--- src/rtl/pipelined_adder.sv ---
// Ready/valid pipelined ripple adder/subtractor: each stage adds CHUNK bits
// and registers its carry for the next stage. WIDTH must be a multiple of CHUNK.
module pipelined_adder #(
    parameter int WIDTH = 16,
    parameter int CHUNK = 4
) (
    input  logic             clk,
    input  logic             rst,
    input  logic             in_valid,
    output logic             in_ready,
    input  logic [WIDTH-1:0] a,
    input  logic [WIDTH-1:0] b,
    input  logic             cin,
    input  logic             sub,
    output logic             out_valid,
    input  logic             out_ready,
    output logic [WIDTH-1:0] sum,
    output logic             cout,
    output logic             ovf
);
    localparam int STAGES = WIDTH / CHUNK;

    logic              adv;
    logic [STAGES-1:0] vld_q, cy_q;
    logic [STAGES-1:0] vld_in, cy_in, cy_d;
    logic [WIDTH-1:0]  a_q [STAGES];
    logic [WIDTH-1:0]  b_q [STAGES];
    logic [WIDTH-1:0]  s_q [STAGES];
    logic [WIDTH-1:0]  a_in [STAGES];
    logic [WIDTH-1:0]  b_in [STAGES];
    logic [WIDTH-1:0]  s_in [STAGES];
    logic [WIDTH-1:0]  s_d  [STAGES];
    logic [CHUNK:0]    part [STAGES];

    // The whole pipe moves as one; a full output stage that is not being
    // taken freezes every stage, including bubbles.
    assign adv       = !vld_q[STAGES-1] || out_ready;
    assign in_ready  = adv;
    assign out_valid = vld_q[STAGES-1];
    assign sum       = s_q[STAGES-1];
    assign cout      = cy_q[STAGES-1];
    assign ovf       = (a_q[STAGES-1][WIDTH-1] == b_q[STAGES-1][WIDTH-1]) &&
                       (s_q[STAGES-1][WIDTH-1] != a_q[STAGES-1][WIDTH-1]);

    always_comb begin
        // Stage 0 takes the raw operands; subtraction becomes a + ~b + 1.
        vld_in[0] = in_valid;
        cy_in[0]  = sub | cin;
        a_in[0]   = a;
        b_in[0]   = sub ? ~b : b;
        s_in[0]   = '0;
        for (int k = 1; k < STAGES; k++) begin
            vld_in[k] = vld_q[k-1];
            cy_in[k]  = cy_q[k-1];
            a_in[k]   = a_q[k-1];
            b_in[k]   = b_q[k-1];
            s_in[k]   = s_q[k-1];
        end
        for (int k = 0; k < STAGES; k++) begin
            part[k] = {1'b0, a_in[k][k*CHUNK +: CHUNK]}
                    + {1'b0, b_in[k][k*CHUNK +: CHUNK]}
                    + {{CHUNK{1'b0}}, cy_in[k]};
            s_d[k]                   = s_in[k];
            s_d[k][k*CHUNK +: CHUNK] = part[k][CHUNK-1:0];
            cy_d[k]                  = part[k][CHUNK];
        end
    end

    // NOTE: data registers are reset too, so sum/cout/ovf read 0 in reset.
    always_ff @(posedge clk or posedge rst) begin
        if (rst) begin
            vld_q <= '0;
            cy_q  <= '0;
            for (int k = 0; k < STAGES; k++) begin
                a_q[k] <= '0;
                b_q[k] <= '0;
                s_q[k] <= '0;
            end
        end else if (adv) begin
            vld_q <= vld_in;
            cy_q  <= cy_d;
            for (int k = 0; k < STAGES; k++) begin
                a_q[k] <= a_in[k];
                b_q[k] <= b_in[k];
                s_q[k] <= s_d[k];
            end
        end
    end

endmodule

--- config.mk ---
export PLATFORM = sky130hd
export DESIGN_NAME = pipelined_adder
export DESIGN_NICKNAME = d
export VERILOG_FILES = /design/src/rtl/pipelined_adder.sv
export SDC_FILE = /design/constraint.sdc
export NUM_CORES = 1
export LEC_CHECK = 0
export CAP_MARGIN = 20
export CORE_UTILIZATION = 55
export CTS_CLUSTER_DIAMETER = 120
export CTS_CLUSTER_SIZE = 12
export DETAILED_ROUTE_END_ITERATION = 7
export MAX_ROUTING_LAYER = met4
export PLACE_DENSITY_LB_ADDON = 0.3
export SLEW_MARGIN = 20
export SYNTH_ARGS = -nofsm -noshare
export SYNTH_HDL_FRONTEND = slang
export SYNTH_SLANG_ARGS = --single-unit
--- constraint.sdc ---
create_clock -name clk -period 3.65 [get_ports clk]
set_input_delay 0.365 -clock clk [delete_from_list [all_inputs] [get_ports clk]]
set_output_delay 0.365 -clock clk [all_outputs]
set_load 0.02 [all_outputs]
==> results.py, run 1 <==
metrics = {
    "detailed_routing": {
        "routedWlPerCell_um": 11.7,
        "dr.pass1.iters": 4,
        "routed_wl_um": 7250,
        "vias": 2967,
        "drt_iter0_drc": 259,
        "via_per_inst": 4.80,
        "ant_nets": 0,
        "drc": 0,
    },
    "final_layout": {
        "nets": 570,
        "drive_above_1_share": 0.0523,
        "fillCellCount": 607,
        "finalNonFillerCells": 618,
        "multi_input_area_sq_um": 1700,
        "final_common_cell": "nand2_1",
        "regArea_sq_um": 2450,
        "mostFrequentLayoutCells": "nand2_1 (224), dfrtp_1 (98), clkdlybuf4s50_1 (57)",
        "antenna_cells": 0,
        "area_growth_pct": 16.7,
    },
    "logic_synthesis": {
        "synth.distinct_cells": 26,
        "syn_nets": 521,
        "synthCells": 463,
        "avgSynthCellArea_sq_um": 9.49,
        "synth_warnings": 0,
        "yosys_register_bits": 98,
        "netlist_area_sq_um": 4390,
        "ys_seq_area_frac": 0.558,
    },
    "power": {
        "power.leakage_nw": 2.54,
        "powerDensity_nw_per_um2": 801,
        "total_power_mw": 4.11,
        "ir_drop_v": 0.000370,
    },
    "clocking": {
        "ctsResizeCount": 0,
        "cts_buffers": 9,
        "cts_buffer_depth": 2,
        "clock_latency_ns": 0.36,
        "tritoncts": "done",
        "cts.clk_slew.worst_paths_ns": 0.09,
        "postCtsHoldBufs": 0,
        "cts_setup_buffers": 0,
        "cts-root-buf": "clkbuf_8",
        "cts_sinks": 98,
        "ctsHtreeMaxLevel": 3,
    },
    "place": {
        "place_inst": 603,
        "dp_slack_ns": 0.958,
        "port_buffers": 57,
        "place_congestion": 0.758,
        "dpl.hpwl_um": 4840,
    },
    "setup_path": {
        "cp_max_fo": 3,
        "setup.worst_path.start_class": "input port",
        "cp.required_ns": 3.85,
        "r2r_slack_ns": 1.74,
        "rr_startpoint": "cy_q[2]",
        "end_kind": "register",
        "arrival_ns": 2.51,
        "worstSetupPathType": "input port to register",
        "r2r_end": "cy_q[3]",
        "reg2regPathDepth": 5,
    },
    "timing": {
        "fmaxAchievable_ghz": 0.434,
        "setup_viol": 0,
        "skew_ns": 0.0117,
        "maxSlewHeadroom": 0.354,
        "finalCritPeriodShare": 0.632,
        "rsz0062_at_grt": "false",
        "worst-slew-pin-transition_ns": 0.969,
        "drv_slew": 0,
        "min_period_ns": 2.31,
        "hold_violations": 0,
        "tns_ns": 0,
        "fin_ws_ns": 1.34,
    },
    "run_status": {
        "status": "completed",
    },
    "floorplanning": {
        "row_count": 32,
        "dieArea_sq_um": 8350,
        "core_region_area_sq_um": 7730,
        "die_h_um": 91.4,
        "ioPinCount": 58,
        "die_x_um": 91.4,
        "start_util": 0.568,
    },
    "global_route": {
        "antenna_found_initial": 0,
        "first_global_vias": 2787,
        "grt_pass1_wl_um": 12900,
        "gr-usage-all-layers": 0.205,
        "grt_overflow": 0,
        "grt_max_degree": 105,
    },
    "hold_path": {
        "holdPathStages": 1,
        "min_to": "vld_q[3]",
        "hold_start": "vld_q[2]",
        "min_path_type": "register to register",
    },
    "job": {
        "maxCapViolations": 0,
    },
}
worst max path at each step:
stage	startpoint	end	slack, ns	cells after the start
after floorplan	rst	a_in[12]	0.72	1
after global placement	sub	cy_q[0]	1.02	7
after detailed placement	sub	cy_q[0]	0.96	7
after CTS	sub	cy_q[0]	1.34	7
after global routing	sub	cy_q[0]	1.27	7
final	sub	cy_q[0]	1.34	7
area by class of cell:
| class | instances | area share |
|---|---|---|
| clock inverter | 4 | 0.0103 |
| clock buffer | 11 | 0.0276 |
| timing repair buffer | 62 | 0.119 |
| sequential | 98 | 0.478 |
| tap | 102 | 0.0249 |
| inverter | 12 | 0.00928 |
| multi-input combinational | 329 | 0.331 |
power breakdown:
part / switching, mW / total (mW) / internal [mW]
Combinational: 0.890 / 1.59 / 0.700
Clock: 0.353 / 0.685 / 0.332
Sequential: 0.267 / 1.83 / 1.57
Total: 1.51 / 4.11 / 2.60
sequential cells by signal, summed over array words and instances (netlist names):
name / flops
a_in: 24
vld_q: 4
cy_q: 4
a_q: 1
sum: 16
b_in: 24
b_q: 1
s_d: 24
worst max-delay path, stage by stage:
cell and delay [ns]:
clkdlybuf4s50_1 0.48, or2_2 0.33, fa_1 0.41, fa_1 0.42, a21o_1 0.20, a211oi_1 0.23, a21oi_1 0.07
cell usage after synthesis (all sizes together):
library cell / instances / area, sq um
or2: 1 / 6.26
nor3: 1 / 5.00
xnor2: 12 / 105
buf: 22 / 190
o21ai: 28 / 140
o31ai: 1 / 7.51
ha: 12 / 150
o21a: 2 / 15.0
xor2: 9 / 78.8
dfrtp: 98 / 2450
nor2: 9 / 33.8
inv: 12 / 45.0
a211oi: 1 / 7.51
a21o: 5 / 37.5
nand2: 224 / 841
nand2b: 1 / 6.26
fa: 8 / 160
a21oi: 11 / 70.1
nor2b: 4 / 32.5
clkbuf: 2 / 7.51
logic make-up after synthesis:
group,after synthesis,synth area share
buf+inv,36,0.0553
xor+xnor,21,0.0419
flops,98,0.558
simple gates,240,0.211
compound gates,48,0.0632
fa+ha+maj,20,0.0707
metal layers:
layer	part of all wire	vias to the layer above	global-route usage
met5	0	-	-
met4	0.022	0	0.0899
met3	0.033	16	0.0436
met2	0.46	56	0.295
met1	0.48	1363	0.282
li1	-	1532	-
through the flow:
step / util / hold WS, ns / area [sq um]
after floorplan: - / 0.430 / 4390
after global placement: 0.638 / 0.443 / 4930
after detailed placement: 0.638 / 0.447 / 4930
after global routing: 0.663 / 0.493 / 5130
final: 0.663 / 0.465 / 5130
after CTS: 0.663 / 0.468 / 5130
(Power assumes the default switching activity.)
==> run 2: changes to the inputs <==
--- a/config.mk
+++ b/config.mk
@@ -6,7 +6,7 @@
 export NUM_CORES = 1
 export LEC_CHECK = 0
 export CAP_MARGIN = 20
-export CORE_UTILIZATION = 55
+export CORE_UTILIZATION = 50
 export CTS_CLUSTER_DIAMETER = 120
 export CTS_CLUSTER_SIZE = 12
 export DETAILED_ROUTE_END_ITERATION = 7
==> constraint.sdc (replaced) <==
create_clock -name clk -period 2.11 [get_ports clk]
set_input_delay 0.211 -clock clk [delete_from_list [all_inputs] [get_ports clk]]
set_output_delay 0.211 -clock clk [all_outputs]
set_load 0.02 [all_outputs]
==> run 2 against run 1 <==
Effect of this change:
- cell count grew 1.3%
- wire length increased by 4.0%
- power up 80%
- clock power rose by 110%
- critical endpoint unchanged
- flip-flop and latch count unchanged
==> results.py, run 2 (synthesis results as in run 1) <==
metrics = {
    "run_status": {
        "status": "completed",
    },
    "clocking": {
        "cts-root-buf": "clkbuf_8",
        "cts_setup_buffers": 0,
        "postCtsHoldBufs": 0,
        "cts_sinks": 98,
        "clock_latency_ns": 0.37,
        "ctsResizeCount": 0,
        "cts_buffer_depth": 2,
        "cts_buffers": 9,
        "tritoncts": "done",
        "cts.clk_slew.worst_paths_ns": 0.09,
        "ctsHtreeMaxLevel": 3,
    },
    "detailed_routing": {
        "drt_iter0_drc": 132,
        "dr.pass1.iters": 4,
        "drc": 0,
        "ant_nets": 0,
        "routedWlPerCell_um": 12.0,
        "via_per_inst": 4.76,
        "routed_wl_um": 7540,
        "vias": 2980,
    },
    "floorplanning": {
        "start_util": 0.527,
        "row_count": 33,
        "core_region_area_sq_um": 8340,
        "die_h_um": 95.7,
        "dieArea_sq_um": 9160,
        "ioPinCount": 58,
        "die_x_um": 95.7,
    },
    "power": {
        "comb_power_share": 0.375,
        "seq_power_share": 0.430,
        "p_sw_frac": 0.354,
        "intPower_mw": 4.78,
        "powerDensity_nw_per_um2": 1410,
        "clkPwrFrac": 0.196,
        "total_power_mw": 7.40,
        "switchingPower_mw": 2.62,
        "ir_drop_v": 0.000961,
        "power.leakage_nw": 2.60,
    },
    "final_layout": {
        "fillCellCount": 695,
        "drive_above_1_share": 0.0633,
        "mostFrequentLayoutCells": "nand2_1 (224), dfrtp_1 (98), clkdlybuf4s50_1 (57)",
        "nets": 574,
        "fin_util": 0.630,
        "multi_input_area_sq_um": 1700,
        "final_common_cell": "nand2_1",
        "regArea_sq_um": 2450,
        "antenna_cells": 0,
        "area_growth_pct": 19.6,
        "final_area_sq_um": 5250,
    },
    "timing": {
        "fmaxAchievable_ghz": 0.496,
        "rsz0062_at_grt": "false",
        "finalCritPeriodShare": 0.955,
        "hold_ws_ns": 0.227,
        "maxSlewHeadroom": 0.642,
        "skew_ns": 0.0107,
        "min_period_ns": 2.02,
        "hold_violations": 0,
        "tns_ns": 0,
        "worst-slew-pin-transition_ns": 0.537,
        "setup_viol": 0,
        "drv_slew": 0,
    },
    "global_route": {
        "gr-usage-all-layers": 0.200,
        "grt_pass1_wl_um": 13400,
        "antenna_found_initial": 0,
        "grt_max_degree": 105,
        "grt_overflow": 0,
        "first_global_vias": 2981,
    },
    "setup_path": {
        "cp_cell_sequence": "clkdlybuf4s50_1 > or2_2 > fa_2 > fa_2 > a21o_1 > a211oi_1 > a21oi_1",
        "worstSetupPathType": "input port to register",
        "crit_top_cell": "fa_2",
        "end_kind": "register",
        "slowest_delay_ns": 0.48,
        "setup.worst_path.start_class": "input port",
        "crit_slowest_cell": "clkdlybuf4s50_1",
        "arrival_ns": 2.25,
        "cp_max_fo": 3,
        "r2r_slack_ns": 0.26,
        "cp.required_ns": 2.34,
    },
    "hold_path": {
        "min_path_type": "input port to async pin",
    },
    "place": {
        "dpl.hpwl_um": 5050,
        "port_buffers": 57,
        "place_congestion": 0.739,
        "placed_cell_area_sq_um": 5010,
    },
    "job": {
        "maxCapViolations": 0,
    },
}
run 2: cell count changes in the layout (fill, tap and decap cells not counted), sizes merged:
| cell | previous run | this run |
|---|---|---|
| buf | 5 | 9 |
| bufinv | 1 | 3 |
| clkbuf | 11 | 12 |
| clkinv | 0 | 1 |
| clkinvlp | 3 | 1 |
| inv | 12 | 11 |
run 2: through the flow:
stage | instances | setup slack, ns
floorplan | 463 | 0.0269
global placement | 610 | -0.227
detailed placement | 610 | -0.292
CTS | 626 | 0.0951
global route | 626 | 0.0220
finish | 626 | 0.0939
run 2: cell type report:
class                   instances  share of cell area
flip-flops and latches         98               0.467
well taps                     105              0.0250
inverters                      12             0.00929
multi-input cells             329               0.324
repair buffers                 66               0.129
clock inverters                 4              0.0188
clock buffers                  12              0.0276
run 2: routing by layer:
metal	GRT usage	share of wire	routed length, um	up-vias
li1	-	-	-	1538
met1	0.264	0.48	3620	1389
met2	0.305	0.47	3560	42
met3	0.0474	0.032	240	11
met4	0.0709	0.015	115	0
met5	-	0	0	-
run 2: worst paths after layout:
check | from | cells past startpoint | endpoint
min in group clk | a[13] | 3 | a_in[45]
max in group asynchronous | rst | 3 | a_in[41]
setup reg to reg | cy_q[2] | 5 | cy_q[3]
setup / recovery | sub | 7 | cy_q[0]
hold reg to reg | s_d[33] | 2 | s_d[17]
hold / removal | rst | 2 | a_in[38]
run 2: power by group through the flow:
stage	Clock, mW	Sequential, mW	Combinational [mW]
after global placement	0	3.18	2.71
after CTS	1.47	3.19	2.82
after floorplan	0	3.32	1.88
final	1.45	3.18	2.77
after global routing	1.56	3.29	3.20
after detailed placement	0	3.22	2.80
run 2: critical path: cells and delay by family:
kind                       cells  cell delay [ns]
AOI/OAI and AO/OA              3             0.51
buffers and inverters          1             0.48
adders and majority gates      2             0.71
and+or+nand+nor                1             0.33
==> run 3: changes to the inputs <==
--- a/config.mk
+++ b/config.mk
@@ -10,6 +10,7 @@
 export CTS_CLUSTER_DIAMETER = 120
 export CTS_CLUSTER_SIZE = 12
 export DETAILED_ROUTE_END_ITERATION = 7
+export HOLD_SLACK_MARGIN = 0.05
 export MAX_ROUTING_LAYER = met4
 export PLACE_DENSITY_LB_ADDON = 0.3
 export SLEW_MARGIN = 20
==> results of run 3 <==
Same layout as run 2: the final DEF is identical, and so are final timing and power.
==> edit: new RTL, config.mk and constraints of run 2 <==
`WIDTH`: 16 -> 8.
--- a/src/rtl/pipelined_adder.sv
+++ b/src/rtl/pipelined_adder.sv
@@ -2,5 +2,5 @@
 // and registers its carry for the next stage. WIDTH must be a multiple of CHUNK.
 module pipelined_adder #(
-    parameter int WIDTH = 16,
+    parameter int WIDTH = 8,
     parameter int CHUNK = 4
 ) (
Interface: changed (resized a, b and sum); port bits go from 58 to 34. The function was not compared with the original's and may differ.
==> edit against run 2 <==
- first-iteration DRC count decreased by 93%
- utilization grew 6.0 points
- wire length fell by 65%
- global-route usage is 1.1 points higher
- sequential cell count shrank 72
- synthesized area shrank 69%
- design area decreased by 67%
- power fell by 78%
- maximum frequency is 0.43% lower
- setup slack got worse by 0.0087 ns
- register-to-register slack better by 0.25 ns
- critical path type unchanged
- critical endpoint unchanged
- largest power group unchanged
==> edit: results (changes against run 2) <==
status finished clean; Max transition margin 77.8% (+14 points); routed wire length per instance 12.7 um (+5.8%); final-stage net count 208 (-64%); Register-to-Register Setup Slack 0.51 ns (+0.25 ns); placer congestion estimate 0.757 (+2.3%); final clock skew 0.00833 ns (-0.00237 ns); count of routing violations after the opening detailed-route iteration 9 (-93%); leakage power figure 0.833 nW (-68%); worst-case vdd ir drop 0.607 mV (-37%); synth unique cells 20 (-23%); leading cell types by count after synthesis nand2_1 (50), dfrtp_1 (26), o21ai_0 (10); maximum number of pins on one net before global-route repair 28 (-73%); number of buffers added on ports 33 (-42%); master cell of the clock root buffer clkbuf_4; number of filler instances in the final layout 206 (-70%); sum of net half-perimeters after detailed placement 1950 um (-61%); clock-pin slew of the registers on the worst-case setup and hold paths 0.15 ns (+0.06 ns); Avg Vias per Cell 4.91 (+3.1%); Num CTS Buffers 3 (-6); worst hold margin 0.215 ns (-0.0122 ns); dominant cells by area after synthesis dfrtp_1 (48%), nand2_1 (14%), fa_1 (5.9%); Worst R2R Path Depth 4 (-1); share of layout cells above drive strength 1 9.71% (+3.4 points); GRT Resource Usage Total 21.1% (+1.1 points); FF-to-FF End sum[5]; wire length of the first global-routing pass 4190 um (-69%)
==> edit: cell count changes in the layout (fill, tap and decap cells not counted), sizes merged, moves of 4 or more <==
cell / before / now
clkdlybuf4s50: 57 / 33
nand2: 224 / 50
o21ai: 28 / 12
dfrtp: 98 / 26
ha: 12 / 6
a21oi: 11 / 6
fa: 8 / 4
buf: 9 / 5
inv: 11 / 6
xnor2: 12 / 4
nor2: 9 / 5
clkbuf: 12 / 4
==> edit: how the worst max path moves through the flow <==
| stage | startpoint | endpoint |
|---|---|---|
| after global routing | sub | cy_q[0] |
| final | sub | cy_q[0] |
| after floorplan | sub | cy_q[0] |
| after global placement | sub | cy_q[0] |
| after CTS | sub | cy_q[0] |
| after detailed placement | sub | cy_q[0] |
==> edit: what timing repair did <==
action	in CTS	in global routing
setup buffers	0	0
setup endpoints to repair	0	1
gates resized for setup	0	1
==> edit: where the power goes <==
part | internal [mW] | switching [mW]
clock | 0.106 | 0.155
combinational | 0.311 | 0.325
sequential | 0.625 | 0.0805
total | 1.04 | 0.560
==> edit: area by class of cell <==
| type | instances | area (um2) | share of cell area [%] |
|---|---|---|---|
| clock buffers | 4 | 36.3 | 2.08 |
| inverters | 6 | 27.5 | 1.58 |
| multi-input cells | 101 | 621 | 35.7 |
| flip-flops and latches | 26 | 651 | 37.4 |
| well taps | 30 | 37.5 | 2.16 |
| repair buffers | 38 | 368 | 21.1 |
==> edit: cell families after synthesis <==
family / synth area share, %
adder cells (fa/ha/maj): 11.4
XOR/XNOR: 7.10
AO/OA/AOI/OAI: 9.41
AND/OR/NAND/NOR: 17.6
flip-flops: 48.0
buffers and inverters: 6.46
==> edit: worst max-delay path, cell delays in order <==
cell             delay [ns]
clkdlybuf4s50_1        0.48
or2_2                  0.33
fa_1                   0.41
fa_2                   0.36
a21o_1                 0.19
a21oi_1                0.19
a21oi_2                0.07
==> edit: routing by layer <==
| layer | global-route usage, % | wire length (um) | up-vias |
|---|---|---|---|
| met3 | 2.54 | 67 | 2 |
| met1 | 24.9 | 1130 | 479 |
| met5 | - | 0 | - |
| met4 | 6.41 | 11 | 0 |
| met2 | 37.2 | 1400 | 18 |
| li1 | - | - | 507 |
==> edit: per-stage QoR <==
step,TNS [ns],std cells
2_1_floorplan,0,139
3_3_place_gp,-0.418,201
3_5_place_dp,-0.623,201
4_1_cts,0,205
5_1_grt,0,205
6_report,0,205
